$ cat src/rtl/aes_pkg.sv
// Shared AES byte-serial definitions: state size, MixColumns enable codes, ShiftRows index map.
// Latency: n/a (package only).
// Backpressure: n/a (package only).
package aes_pkg;

    localparam int AES_STATE_BYTES = 16;

    // MixColumns accumulator feedback mask: zero restarts a column, all-ones accumulates.
    localparam logic [7:0] MC_EN_FIRST = 8'h00;
    localparam logic [7:0] MC_EN_ACC   = 8'hFF;

    // Output position k (column-major, k = r + 4*c) takes its byte from input
    // row r, column (c + r) mod 4. The 2-bit add wraps for the mod 4.
    function automatic logic [3:0] shift_rows_src(input logic [3:0] k);
        logic [1:0] r;
        logic [1:0] c;
        r = k[1:0];
        c = k[3:2] + k[1:0];
        return {c, r};
    endfunction

endpackage

$ cat src/rtl/shift_rows_serial_if.sv
// Byte-serial ShiftRows bus: input byte stream plus the framed output stream to MixColumns.
// Latency: n/a (signal bundle only).
// Backpressure: in_ready on the input side; the output side has none.
interface shift_rows_serial_if;
    logic [7:0] in_byte;     // state byte, column-major s0..s15
    logic       in_valid;    // in_byte valid this cycle
    logic       in_ready;    // block accepts a byte this cycle
    logic [7:0] out_byte;    // ShiftRows-ordered byte to MixColumns
    logic       out_valid;   // out_byte valid
    logic [7:0] mc_enable;   // 00 on first byte of a column, FF otherwise
    logic       col_last;    // 4th byte of an output column
    logic       state_last;  // 16th byte of an output state

    // Block side.
    modport slave (
        input  in_byte, in_valid,
        output in_ready, out_byte, out_valid, mc_enable, col_last, state_last
    );

    // Upstream source / downstream sink side.
    modport master (
        output in_byte, in_valid,
        input  in_ready, out_byte, out_valid, mc_enable, col_last, state_last
    );
endinterface

$ cat src/rtl/state_bank_2x16.sv
// Ping-pong pair of 16-byte AES state banks, one write port and one combinational read port.
// Latency: write lands at the clock edge; read data follows rd_bank/rd_idx combinationally.
// Backpressure: none; the controller never writes a bank it is reading.
//
// Ports:
//   clock            rising-edge clock
//   wr_en/wr_bank/wr_idx/wr_dat   write strobe, bank select, byte index, data
//   rd_bank/rd_idx   read bank select and byte index
//   rd_dat           byte at bank[rd_bank][rd_idx]
module state_bank_2x16
    import aes_pkg::*;
(
    input  logic       clock,
    input  logic       wr_en,
    input  logic       wr_bank,
    input  logic [3:0] wr_idx,
    input  logic [7:0] wr_dat,
    input  logic       rd_bank,
    input  logic [3:0] rd_idx,
    output logic [7:0] rd_dat
);

    // Contents are not reset: a bank is only read after it has been fully written.
    logic [7:0] mem [2][AES_STATE_BYTES];

    always_ff @(posedge clock) begin
        if (wr_en) begin
            mem[wr_bank][wr_idx] <= wr_dat;
        end
    end

    assign rd_dat = mem[rd_bank][rd_idx];

endmodule

$ cat src/rtl/shift_rows_serial.sv
// Byte-serial AES ShiftRows with ping-pong buffering, framed for a byte-serial MixColumns.
// Latency: first output byte registered one edge after the edge accepting the 16th input byte.
// Backpressure: in_ready drops only when both banks hold unsent states; output never stalls.
//
// Ports:
//   clock   rising-edge clock
//   reset   asynchronous active-high reset; discards any buffered or in-flight state
//   bus     shift_rows_serial_if.slave: in_byte/in_valid/in_ready input stream,
//           out_byte/out_valid/mc_enable/col_last/state_last output stream
module shift_rows_serial
    import aes_pkg::*;
(
    input  logic                  clock,
    input  logic                  reset,
    shift_rows_serial_if.slave    bus
);

    logic [1:0] full;      // per-bank "complete state waiting or streaming" flag
    logic       wr_bank;
    logic       rd_bank;
    logic [3:0] wr_idx;
    logic [3:0] rd_idx;
    logic       wr_fire;
    logic       rd_active;
    logic [3:0] rd_src;
    logic [7:0] rd_dat;

    logic [7:0] out_byte_q;
    logic       out_valid_q;
    logic [7:0] mc_enable_q;
    logic       col_last_q;
    logic       state_last_q;

    assign bus.in_ready = !full[wr_bank] && !reset;
    assign wr_fire      = bus.in_valid && bus.in_ready;

    // The read side streams exactly while the bank under the read pointer is full:
    // the flag stays set through k = 0..15 and is cleared on k = 15, so the idle /
    // streaming state needs no separate register.
    assign rd_active = full[rd_bank];
    assign rd_src    = shift_rows_src(rd_idx);

    state_bank_2x16 u_bank (
        .clock   (clock),
        .wr_en   (wr_fire),
        .wr_bank (wr_bank),
        .wr_idx  (wr_idx),
        .wr_dat  (bus.in_byte),
        .rd_bank (rd_bank),
        .rd_idx  (rd_src),
        .rd_dat  (rd_dat)
    );

    // Write and read never address the same full[] bit in one cycle: writes only
    // target a non-full bank, reads only a full one.
    always_ff @(posedge clock or posedge reset) begin
        if (reset) begin
            full         <= 2'b00;
            wr_bank      <= 1'b0;
            rd_bank      <= 1'b0;
            wr_idx       <= 4'd0;
            rd_idx       <= 4'd0;
            out_byte_q   <= 8'h00;
            out_valid_q  <= 1'b0;
            mc_enable_q  <= 8'h00;
            col_last_q   <= 1'b0;
            state_last_q <= 1'b0;
        end else begin
            if (wr_fire) begin
                wr_idx <= wr_idx + 4'd1;
                if (wr_idx == 4'd15) begin
                    full[wr_bank] <= 1'b1;
                    wr_bank       <= ~wr_bank;
                end
            end

            if (rd_active) begin
                out_byte_q   <= rd_dat;
                out_valid_q  <= 1'b1;
                mc_enable_q  <= (rd_idx[1:0] == 2'd0) ? MC_EN_FIRST : MC_EN_ACC;
                col_last_q   <= (rd_idx[1:0] == 2'd3);
                state_last_q <= (rd_idx == 4'd15);
                rd_idx       <= rd_idx + 4'd1;
                // If the other bank is already full, the next cycle continues
                // streaming from it with no bubble.
                if (rd_idx == 4'd15) begin
                    full[rd_bank] <= 1'b0;
                    rd_bank       <= ~rd_bank;
                end
            end else begin
                out_byte_q   <= 8'h00;
                out_valid_q  <= 1'b0;
                mc_enable_q  <= 8'h00;
                col_last_q   <= 1'b0;
                state_last_q <= 1'b0;
            end
        end
    end

    assign bus.out_byte   = out_byte_q;
    assign bus.out_valid  = out_valid_q;
    assign bus.mc_enable  = mc_enable_q;
    assign bus.col_last   = col_last_q;
    assign bus.state_last = state_last_q;

endmodule
$ cat src/flat_wrapper.sv
// flat-port wrapper written by rule: the top's interface ports become plain ports
module shift_rows_serial_flat import aes_pkg::*;
  (clock, reset, bus_in_byte, bus_in_valid, bus_in_ready, bus_out_byte, bus_out_valid, bus_mc_enable, bus_col_last, bus_state_last);
  shift_rows_serial_if bus_i ();
  input  logic clock;
  input  logic reset;
  input wire logic [$bits(bus_i.in_byte)-1:0] bus_in_byte;
  input wire logic [$bits(bus_i.in_valid)-1:0] bus_in_valid;
  output wire logic [$bits(bus_i.in_ready)-1:0] bus_in_ready;
  output wire logic [$bits(bus_i.out_byte)-1:0] bus_out_byte;
  output wire logic [$bits(bus_i.out_valid)-1:0] bus_out_valid;
  output wire logic [$bits(bus_i.mc_enable)-1:0] bus_mc_enable;
  output wire logic [$bits(bus_i.col_last)-1:0] bus_col_last;
  output wire logic [$bits(bus_i.state_last)-1:0] bus_state_last;
  assign bus_i.in_byte = bus_in_byte;
  assign bus_i.in_valid = bus_in_valid;
  assign bus_in_ready = bus_i.in_ready;
  assign bus_out_byte = bus_i.out_byte;
  assign bus_out_valid = bus_i.out_valid;
  assign bus_mc_enable = bus_i.mc_enable;
  assign bus_col_last = bus_i.col_last;
  assign bus_state_last = bus_i.state_last;
  shift_rows_serial u_core (.clock(clock), .reset(reset), .bus(bus_i));
endmodule
$ cat config.mk
export PLATFORM = sky130hd
export DESIGN_NAME = shift_rows_serial_flat
export DESIGN_NICKNAME = d
export VERILOG_FILES = /design/src/rtl/aes_pkg.sv /design/src/rtl/shift_rows_serial_if.sv /design/src/rtl/state_bank_2x16.sv /design/src/rtl/shift_rows_serial.sv /design/src/flat_wrapper.sv
export SDC_FILE = /design/constraint.sdc
export NUM_CORES = 1
export LEC_CHECK = 0
export BUFFER_PORTS_ARGS = -buffer_cell sky130_fd_sc_hd__buf_2
export CAP_MARGIN = 20
export CORE_AREA = 2 2 146 148
export DETAILED_ROUTE_END_ITERATION = 6
export DIE_AREA = 0 0 148 150
export PLACE_DENSITY = 0.73
export SETUP_SLACK_MARGIN = 0.2
export SLEW_MARGIN = 20
export SYNTH_ARGS = -nofsm -noshare
export SYNTH_HDL_FRONTEND = slang
export SYNTH_SLANG_ARGS = --single-unit
$ cat constraint.sdc
create_clock -name clock -period 2.4 [get_ports clock]
set_clock_uncertainty 0.2 [all_clocks]
set_input_delay 0.12 -clock clock [delete_from_list [all_inputs] [get_ports clock]]
set_output_delay 0.12 -clock clock [all_outputs]
set_load 0.05 [all_outputs]
==> results by group <==
Final layout
  • Area grow syn2layout: 17.4%
  • FF/Latch Area: 8290 um^2
  • Layout cells sized above 1: 0.320
  • Post-Layout Cell Count: slightly below 1000
  • Fillers: approximately 1400
  • Multi-input gate area: 2720 um^2
  • Diodes inserted: 0
  • Final Util: 0.633
  • Final Net Count: 692

Worst setup path
  • Startpoint Class: flip-flop
  • Worst reg2reg setup slack: approximately 0.19 ns
  • Slowest stage delay, CP: 0.55 ns
  • Crit-path cells: buf_4, buf_12, mux4_2, o22ai_2, o22ai_1, a211o_1
  • Setup Crit Path Kind: flip-flop to flip-flop
  • CP arrival: 2.42 ns
  • Critical Path RT: 2.61 ns
  • Crit-path max FO: 12
  • CP Capture Type: flip-flop
  • CP max-delay cell: mux4_2

Timing
  • Final Cycle Share: 0.921
  • Endpoints failing hold: 0
  • RSZ-0062 raised after global routing: yes
  • Max Fclk: 452 MHz
  • Fin. max-slew vios: 0
  • Final worst setup slack: 0.189 ns
  • Final setup viols: 0
  • Slew @ Worst Pin: approximately 0.94 ns
  • Total negative slack: 0 ns
  • Fin crit period: 2.21 ns
  • Slew headroom: 0.371

Clocking
  • Clk_lat worst skew: 0.52 ns
  • Clock tree buffer depth: 3
  • Clk sinks: 280
  • Num CTS Buffers: 26
  • CTS Root Cell: clkbuf_16
  • CTS tree: done
  • H-tree depth: 1
  • Reg clk slew, reported paths: 0.06 ns

Synthesis
  • Sequential area share after synthesis: 0.743
  • Post-synth EDFFs: about 260
  • Main synth FF type: edfxtp_1
  • Synth top area share: 0.689
  • Most frequent cell after synthesis: edfxtp_1
  • Post-synth top area cell: edfxtp_1
  • Yosys warns: 0
  • Top cells by area, synth: edfxtp_1 (69%), mux4_2 (8.1%), dfrtp_1 (5.4%)
  • Post-synth ARST share: 0.0857
  • Net Count, Synth: 591
  • Post-synthesis register bit count: 280
  • Syn Area/Cell: 19.5 um^2
  • Library cells used by synthesis: 48
  • Netlist Area Pre-Place: between 10000 and 15000 um^2
  • Commonest cells post-synth: edfxtp_1 (256), nand2_1 (46), mux4_2 (40), nor2_1 (34), dfrtp_1 (24)
  • Gate Count Post-Synth: around 570

Power
  • Maximum VDD drop: 683 uV
  • Leak: 4.47 nW
  • PwrDens: 1030 nW/um^2

Route
  • ANT nets after route: 0
  • Routed length on met1: between 10 and 15 mm
  • DRC Markers: 0
  • Pre-Repair DR Iteration Count: 5
  • Total vias in the final route: 5854
  • Starting DRC count in detailed routing: 858
  • WL met2: roughly 12 mm
  • Met3 Wirelength: 1.97 mm
  • Top routing layer used: met4
  • Final wirelength: between 20 and 25 mm
  • Avg WL per Cell: 25.3 um
  • Post-DR vias/cell: 6.05

Job
  • Max-Cap Viols: 0

Floorplan
  • Core area: 20700 um^2
  • Std cell rows: 53
  • Die X: around 150 um
  • Initial core utilization: 0.539
  • Die height: 150 um
  • Die Area: 22200 um^2
  • IO Pins: 31

Place
  • HPWL Detailed: about 15 mm
  • RD Place Congestion: 0.949
  • Setup WS pre-CTS: ~0.17 ns
  • Placed Cells incl. Taps: between 800 and 900
  • Port buffer count: 30

Status
  • Status: finished, final reports clean

GRT
  • Vias in the first global route: ~5700
  • Largest net degree at the start of global routing: approximately 50
  • Antenna violations before repair: 0
  • GRT Overall Usage: 0.221
  • First-pass GRT wire length: about 36 mm
  • Grt ovf: 0

Min path
  • Worst hold-check path type: flip-flop to flip-flop
==> final cells by class <==
type,instances,share of cell area
Tap cell,275,0.0263
Sequential cell,280,0.633
Timing Repair Buffer,107,0.0681
Clock inverter,10,0.00563
Multi-Input combinational cell,251,0.208
Clock buffer,37,0.0567
Inverter,8,0.00258
==> placed cells by master (no fill, tap or decap), drive strengths merged, types with 2 or more instances in the layout <==
| cell type | Yosys | final |
|---|---|---|
| nand2 | 47 | 47 |
| clkinvlp | 0 | 2 |
| buf | 23 | 93 |
| xor2 | 3 | 3 |
| nand4 | 4 | 4 |
| nor2b | 2 | 2 |
| or3b | 2 | 2 |
| edfxtp | 256 | 256 |
| nor2 | 34 | 34 |
| a211o | 3 | 3 |
| nand3b | 2 | 2 |
| ha | 7 | 7 |
| clkbuf | 11 | 39 |
| a22oi | 3 | 3 |
| dlygate4sd3 | 0 | 12 |
| clkinv | 0 | 8 |
| mux2i | 16 | 16 |
| o221ai | 3 | 3 |
| a221oi | 5 | 5 |
| and2 | 3 | 3 |
| dfrtp | 24 | 24 |
| mux4 | 59 | 59 |
| o21ai | 7 | 7 |
| a2111oi | 2 | 2 |
| o22a | 2 | 2 |
| xnor2 | 7 | 7 |
| inv | 8 | 7 |
| nor3 | 24 | 24 |
| o22ai | 6 | 6 |
==> power breakdown <==
part / leakage, nW / switching [mW] / total (mW) / internal (mW)
clock: 0.401 / 1.66 / 3.92 / 2.25
combinational: 1.46 / 2.43 / 3.86 / 1.42
sequential: 2.61 / 0.179 / 5.77 / 5.59
total: 4.47 / 4.27 / 13.5 / 9.27
==> per-layer routing <==
layer / vias up / track usage
li1: 2503 / -
met1: 3026 / 0.326
met2: 280 / 0.352
met3: 45 / 0.0296
met4: 0 / 0.0671
met5: - / 0
==> logic make-up (layout without fill, tap and decap cells) <==
kind of cell | count (synthesis) | count (layout) | share of synthesized area
AOI/OAI and AO/OA | 38 | 38 | 0.0265
DFF | 280 | 280 | 0.743
and+or+nand+nor | 121 | 121 | 0.0491
muxes | 75 | 75 | 0.140
buffers and inverters | 42 | 162 | 0.0257
xor gates and xnor gates | 10 | 10 | 0.00852
adders and majority gates | 7 | 7 | 0.00785
==> metrics by stage <==
step / cell area (um^2) / hold WS [ns] / power (mW)
2_1_floorplan: 11200 / -0.193 / 8.24
3_3_place_gp: 11900 / -0.171 / 9.28
3_5_place_dp: 11900 / -0.169 / 9.34
4_1_cts: 12900 / 0.360 / 13.3
5_1_grt: 13100 / 0.380 / 14.0
6_report: 13100 / 0.371 / 13.5
==> critical path, delay by kind of cell, from the launching register on <==
family / cells / cell delay [ns]
compound gates: 3 / 0.57
buf+inv: 2 / 0.29
flops: 1 / 0.47
mux: 1 / 0.55
==> flip-flops by register name (all words and copies together) (netlist names) <==
| name | cells |
|---|---|
| u_core.bus.mc_enable | 1 |
| u_core.wr_idx | 4 |
| u_core.rd_bank | 1 |
| u_core.bus.state_last | 1 |
| u_core.bus.out_byte | 8 |
| u_core.u_bank.mem | 256 |
| u_core.full | 2 |
| u_core.bus.out_valid | 1 |
| u_core.wr_bank | 1 |
| u_core.rd_idx | 4 |
| u_core.bus.col_last | 1 |
==> path summary, 6_finish.rpt <==
check | startpoint | end | depth (start not counted)
worst max-delay path | u_core.rd_bank | u_core.bus.out_byte[5] | 6
worst min-delay path | u_core.rd_idx[2] | u_core.rd_idx[2] | 1
worst max register to register | u_core.rd_bank | u_core.bus.out_byte[5] | 6
worst min register to register | u_core.rd_idx[2] | u_core.rd_idx[2] | 1
max in group asynchronous | reset | u_core.rd_idx[0] | 5
min in group asynchronous | reset | u_core.wr_idx[3] | 4
==> repair_timing <==
| item | 4_1_cts | 5_1_grt |
|---|---|---|
| hold endpoints to repair | 232 | 0 |
| setup endpoints to repair | 3 | 15 |
| setup buffers | 1 | 7 |
| hold buffers | 12 | 0 |
| pin swaps | 0 | 7 |
| gates resized for setup | 3 | 41 |
| gates cloned | 1 | 2 |
Power figures use the tool's default switching activity.
